$ cat src/rtl/rename_reg_file_pkg.sv
// Shared defaults and constants for the rename-aware architectural register file.
package rename_reg_file_pkg;

   localparam int unsigned DEF_DATA_W = 32;
   localparam int unsigned DEF_NREGS  = 32;
   localparam int unsigned DEF_REG_W  = 5;
   localparam int unsigned DEF_ROB_W  = 4;

   // ROB tag 0 means "no in-flight producer".
   localparam int unsigned ZERO_ROB = 0;

   localparam logic TRUE  = 1'b1;
   localparam logic FALSE = 1'b0;

endpackage

$ cat src/rtl/rename_reg_file_rf_read_port.sv
// One combinational read lane: reg-0 check, commit bypass, then stored rename state.
module rf_read_port
   import rename_reg_file_pkg::*;
#(
   parameter int unsigned DATA_W   = DEF_DATA_W,
   parameter int unsigned NREGS    = DEF_NREGS,
   parameter int unsigned REG_W    = DEF_REG_W,
   parameter int unsigned ROB_W    = DEF_ROB_W,
   parameter int unsigned N_COMMIT = 1
) (
   input  logic                           ena_i,
   input  logic [REG_W-1:0]               idx_i,
   input  logic [NREGS-1:1][DATA_W-1:0]   data_i,
   input  logic [NREGS-1:1][ROB_W-1:0]    tag_i,
   input  logic [NREGS-1:1]               busy_i,
   input  logic [N_COMMIT-1:0]            cm_ena_i,
   input  logic [N_COMMIT*REG_W-1:0]      cm_reg_i,
   input  logic [N_COMMIT*ROB_W-1:0]      cm_tag_i,
   input  logic [N_COMMIT*DATA_W-1:0]     cm_value_i,
   output logic [DATA_W-1:0]              value_o,
   output logic [ROB_W-1:0]               tag_o,
   output logic                           busy_o
);

   always_comb begin
      value_o = '0;
      tag_o   = ROB_W'(ZERO_ROB);
      busy_o  = FALSE;
      if (idx_i != '0 && int'(idx_i) < int'(NREGS)) begin
         value_o = data_i[idx_i];
         tag_o   = tag_i[idx_i];
         busy_o  = busy_i[idx_i];
         // Ascending loop so the highest matching commit port wins.
         for (int c = 0; c < int'(N_COMMIT); c++) begin
            if (ena_i && cm_ena_i[c] && cm_reg_i[c*REG_W +: REG_W] == idx_i &&
                cm_tag_i[c*ROB_W +: ROB_W] == tag_i[idx_i]) begin
               value_o = cm_value_i[c*DATA_W +: DATA_W];
               tag_o   = ROB_W'(ZERO_ROB);
               busy_o  = FALSE;
            end
         end
      end
   end

endmodule

$ cat src/rtl/rename_reg_file.sv
// Architectural register file with busy/ROB-tag rename state, multi-port commit and flush.
module rename_reg_file
   import rename_reg_file_pkg::*;
#(
   parameter int unsigned DATA_W   = DEF_DATA_W,
   parameter int unsigned NREGS    = DEF_NREGS,
   parameter int unsigned REG_W    = DEF_REG_W,
   parameter int unsigned ROB_W    = DEF_ROB_W,
   parameter int unsigned N_READ   = 2,
   parameter int unsigned N_COMMIT = 1
) (
   input  logic                       clk,
   input  logic                       rst,
   input  logic                       ena,
   input  logic [N_READ*REG_W-1:0]    rd_idx,
   output logic [N_READ*DATA_W-1:0]   rd_value,
   output logic [N_READ*ROB_W-1:0]    rd_tag,
   output logic [N_READ-1:0]          rd_busy,
   input  logic                       occ_ena,
   input  logic [REG_W-1:0]           occ_reg,
   input  logic [ROB_W-1:0]           occ_tag,
   input  logic [N_COMMIT-1:0]        cm_ena,
   input  logic [N_COMMIT*REG_W-1:0]  cm_reg,
   input  logic [N_COMMIT*ROB_W-1:0]  cm_tag,
   input  logic [N_COMMIT*DATA_W-1:0] cm_value,
   input  logic                       flush
);

   logic [NREGS-1:1][DATA_W-1:0] data_q, data_d;
   logic [NREGS-1:1][ROB_W-1:0]  tag_q, tag_d;
   logic [NREGS-1:1]             busy_q, busy_d;

   always_comb begin
      data_d = data_q;
      tag_d  = tag_q;
      busy_d = busy_q;
      // Later ports overwrite earlier ones, so the highest port decides data and clear.
      for (int r = 1; r < int'(NREGS); r++) begin
         for (int c = 0; c < int'(N_COMMIT); c++) begin
            if (ena && cm_ena[c] && int'(cm_reg[c*REG_W +: REG_W]) == r) begin
               data_d[r] = cm_value[c*DATA_W +: DATA_W];
               if (cm_tag[c*ROB_W +: ROB_W] == tag_q[r]) begin
                  tag_d[r]  = ROB_W'(ZERO_ROB);
                  busy_d[r] = FALSE;
               end else begin
                  tag_d[r]  = tag_q[r];
                  busy_d[r] = busy_q[r];
               end
            end
         end
      end
      if (flush) begin
         tag_d  = '0;
         busy_d = '0;
      end else if (ena && occ_ena && occ_reg != '0 && int'(occ_reg) < int'(NREGS)) begin
         tag_d[occ_reg]  = occ_tag;
         busy_d[occ_reg] = TRUE;
      end
   end

   always_ff @(posedge clk or posedge rst) begin
      if (rst) begin
         data_q <= '0;
         tag_q  <= '0;
         busy_q <= '0;
      end else begin
         data_q <= data_d;
         tag_q  <= tag_d;
         busy_q <= busy_d;
      end
   end

   for (genvar i = 0; i < int'(N_READ); i++) begin : g_rd
      rf_read_port #(
         .DATA_W   (DATA_W),
         .NREGS    (NREGS),
         .REG_W    (REG_W),
         .ROB_W    (ROB_W),
         .N_COMMIT (N_COMMIT)
      ) u_port (
         .ena_i      (ena),
         .idx_i      (rd_idx[i*REG_W +: REG_W]),
         .data_i     (data_q),
         .tag_i      (tag_q),
         .busy_i     (busy_q),
         .cm_ena_i   (cm_ena),
         .cm_reg_i   (cm_reg),
         .cm_tag_i   (cm_tag),
         .cm_value_i (cm_value),
         .value_o    (rd_value[i*DATA_W +: DATA_W]),
         .tag_o      (rd_tag[i*ROB_W +: ROB_W]),
         .busy_o     (rd_busy[i])
      );
   end

endmodule
$ cat config.mk
export PLATFORM = sky130hd
export DESIGN_NAME = rename_reg_file
export DESIGN_NICKNAME = d
export VERILOG_FILES = /design/src/rtl/rename_reg_file_pkg.sv /design/src/rtl/rename_reg_file_rf_read_port.sv /design/src/rtl/rename_reg_file.sv
export SDC_FILE = /design/constraint.sdc
export NUM_CORES = 2
export LEC_CHECK = 0
export BUFFER_PORTS_ARGS = -buffer_cell sky130_fd_sc_hd__buf_2
export CORE_ASPECT_RATIO = 1.4
export CORE_MARGIN = 2
export CORE_UTILIZATION = 60
export CTS_BUF_LIST = sky130_fd_sc_hd__clkbuf_4 sky130_fd_sc_hd__clkbuf_8
export DETAILED_ROUTE_END_ITERATION = 8
export HOLD_SLACK_MARGIN = 0.12
export PLACE_DENSITY_LB_ADDON = 0.15
export SYNTH_ARGS = -nofsm -noshare
export SYNTH_HDL_FRONTEND = slang
export SYNTH_SLANG_ARGS = --single-unit
$ cat constraint.sdc
create_clock -name clk -period 52.1 [get_ports clk]
set_clock_uncertainty 0.15 [all_clocks]
set_input_delay 15.63 -clock clk [delete_from_list [all_inputs] [get_ports clk]]
set_output_delay 15.63 -clock clk [all_outputs]
set_load 0.01 [all_outputs]
==> metrics.md <==
| Metric | Value |
|---|---|
| CTS buffer count | 179 |
| Top-count cell post-synth | dfrtp_1 |
| Area grow syn2layout | 8.15% |
| First-pass GRT wire length | 297 mm |
| Synth async-reset ratio | 100% |
| Top_reg_cell synth | dfrtp_1 |
| Worst Setup Start Kind | input pin |
| DR WL/cell | 32.3 µm |
| DRT iter0 DRCs | 4236 |
| Internal Power | 1.65 mW |
| Least-Margin Pin Slew | 1.29 ns |
| Synthesis warning total | 0 |
| Lkg Pwr | 30.7 nW |
| Tightest Hold Check Type | reg -> reg |
| Worst path cell trace | buf_8, buf_4, buf_4, buf_4, buf_4, mux4_2, mux4_2, o21ai_0, mux2i_1, buf_2 |
| Crit Path Class | in -> out |
| CTS clk-pin slew, worst paths | 0.06 ns |
| Syn_nets | 4802 |
| Cts hold-fix bufs | 0 |
| RR Startpoint | tag_q[15]$_DFF_PP0_ |
| Syn Std Cell Area | 0.0643 mm² |
| Die ar. | 0.110 mm² |
| H-tree Lvls | 4 |
| DIE HEIGHT | 391 µm |
| Share of cells above drive strength 1 | 46.1% |
| I/O Pins | 140 |
| Routed WL | 200 mm |
| Crit-path max FO | 61 |
| FF-to-FF End | tag_q[13]$_DFF_PP0_ |
| Cell Rows | 142 |
| Core area | 0.107 mm² |
| Vias per cell | 7.16 |
| Cell Pwr Density | 32.6 mW/mm² |
| Vias in the first global route | 45100 |
| Top delay family on crit path | buffers and inverters |
| Dpl hpwl | 114 mm |
| Commonest cells in the netlist | dfrtp_1, mux2_2, mux4_2, clkbuf_1, nand2_1 |
| GRT busiest layer | met2 |
| Max-Cap Viols | 0 |
| Worst skew pair latency | 0.91 ns |
| Period utilization | 70.3% |
| CTS tree | built |
| Sw Ratio | 27.0% |
| Hold Path Depth | 1 |
| Seq pwr share | 47.2% |
| Gr usage total | 37.2% |
| Slew Viols, Final | 0 |
| Signal arrival time at the worst endpoint | 20.85 ns |
| Post-synth EDFFs | 0 |
| Unrepaired setup endpoints after global routing | no |
| Syn avg cell area | 13.6 µm² |
| Initial antenna violation count | 7 |
| Final setup TNS | 0 ns |
| GR Util met1 | 48.7% |
| Setup-failing EPs final | 0 |
| Logic gate share of total power | 16.9% |
| Port Buf Inserts | 139 |
| Largest net degree at the start of global routing | 177 |
| Starting Density | 60.3% |
| Hold Vio Cnt, Final | 0 |
| Ranking of synthesized cells by area | dfrtp_1, mux4_2, mux2_2 |
| Status | completed |
| Final ANT Viol Nets | 0 |
| Fin nets | 4739 |
| Reg2Reg Depth | 5 |
| DRC | 0 |
| Worst path required time | 36.32 ns |
| Routed vias | 44200 |
| Setup bufs post-CTS | 0 |
| Routability cong. | 1.01 |
| Critical path's slowest cell | buf_4 |
| Buf/Inv on CP | 6 |
| Post-synthesis cell type count | 55 |
| Die width | 281 µm |
| Slowest Stage Delay on Critical Path | 0.79 ns |
| Synthesized flop and latch total | 1147 |
| Sequential share of the synthesized area | 44.6% |
| GR Util met3 | 8.48% |
| Yosys top cell area share | 44.6% |
| Power, Total | 2.26 mW |
| Clock network power share | 36.0% |
| Max_slew headroom | 13.9% |
| M2 GR Usage | 58.1% |
| Clock sinks | 1147 |
| Reg2reg setup slack | 50.28 ns |
| Worst setup EP type | output port |
| Root buf cell | clkbuf_8 |
| Grt total ovfl | 0 |
| P_sw | 611 µW |
| Peak supply drop | 0.0231 mV |
| Post_cts resized | 0 |
| Pre-antenna DRT Iters | 8 |
| Hold-critical path endpoint | data_q[558]$_DFFE_PP0N_ |
| Post-synthesis cell count | 4736 |
| Cell taking the most area after synthesis | dfrtp_1 |
| Fmax | 27.3 MHz |
| Hold Startpoint | data_q[558]$_DFFE_PP0N_ |
| Post-layout min period | 36.63 ns |
| Clk buf depth | 3 |
| Most Frequent Cell on Critical Path | buf_4 |
[registers in the layout, indices dropped and copies added, names as in the netlist]
| name | count |
|---|---|
| data_q | 992 |
| busy_q | 31 |
| tag_q | 124 |
[cells in the final DEF (no fill, tap or decap), drive strengths merged, types with 3 or more instances in the layout]
master	n
dfrtp	1147
mux2	1068
mux4	561
clkbuf	278
nand2	272
buf	229
nor2	199
a21oi	195
mux2i	159
nand3	121
xor2	105
o22ai	97
a22o	69
o21ai	67
xnor2	35
nor4	27
clkinv	23
nand2b	21
nor2b	20
nor3	15
inv	13
a22oi	10
a221oi	9
nand4	8
or3	7
o211ai	6
clkinvlp	6
and4	5
or2	4
diode	3
bufinv	3
a211oi	3
[worst max-delay path by stage]
| stage | slack, ns | start | endpoint | cells past startpoint |
|---|---|---|---|---|
| 2_1_floorplan | 4.02 | rst | busy_q[10]$_DFF_PP0_ | 1 |
| 3_3_place_gp | 15.40 | rd_idx[5] | rd_value[43] | 10 |
| 4_1_cts | 15.38 | rd_idx[5] | rd_value[43] | 10 |
| 3_5_place_dp | 15.38 | rd_idx[5] | rd_value[43] | 10 |
| 5_1_grt | 15.04 | rd_idx[5] | rd_value[43] | 10 |
| 6_report | 15.47 | rd_idx[5] | rd_value[43] | 10 |
[layer usage]
metal	vias up	wire length [µm]
li1	17800	-
met3	682	18100
met5	-	46
met2	2328	93500
met4	8	12400
met1	23400	75600
[cell families (layout without fill, tap and decap cells)]
group | after synthesis | after routing | synth area share (%)
mux | 1788 | 1788 | 40.9
flops | 1147 | 1147 | 44.6
simple gates | 708 | 708 | 4.83
buf+inv | 484 | 552 | 3.29
compound gates | 469 | 469 | 4.47
xor+xnor | 140 | 140 | 1.91
other cells | 0 | 3 | 0
[final cells by class]
class	instances	area (µm²)
clock inverter	34	280
clock buffer	278	3540
sequential	1147	28700
inverter	11	51.3
multi-input combinational	3105	33800
tap	1368	1710
fill	7855	37100
antenna	3	7.51
timing repair buffer	229	1500
[power groups by stage]
stage | Sequential [mW] | Combinational [mW] | Clock, mW
final | 1.07 | 0.382 | 0.815
after global routing | 1.08 | 0.407 | 0.861
after CTS | 1.07 | 0.381 | 0.825
after detailed placement | 1.08 | 0.380 | 0
after global placement | 1.07 | 0.372 | 0
after floorplan | 1.06 | 0.301 | 0
[worst register-to-register path: stages (launching register included)]
cell     delay (ns)
dfrtp_1        0.45
xor2_1         0.19
nor4_1         0.35
nand3_1        0.24
nand3_1        0.18
a21oi_1        0.09
[metrics by stage]
stage	cell area (µm²)	instances	setup WS [ns]	hold slack (ns)	utilization (%)
after detailed placement	65700	5860	15.38	0.361	61.7
after floorplan	64300	4736	4.02	0.341	-
final	69500	6175	15.47	0.372	65.2
after global placement	65700	5860	15.40	0.349	61.7
after global routing	69500	6173	15.04	0.388	65.2
after CTS	69500	6172	15.38	0.375	65.2
No activity file was read; power rests on OpenSTA's default activity.
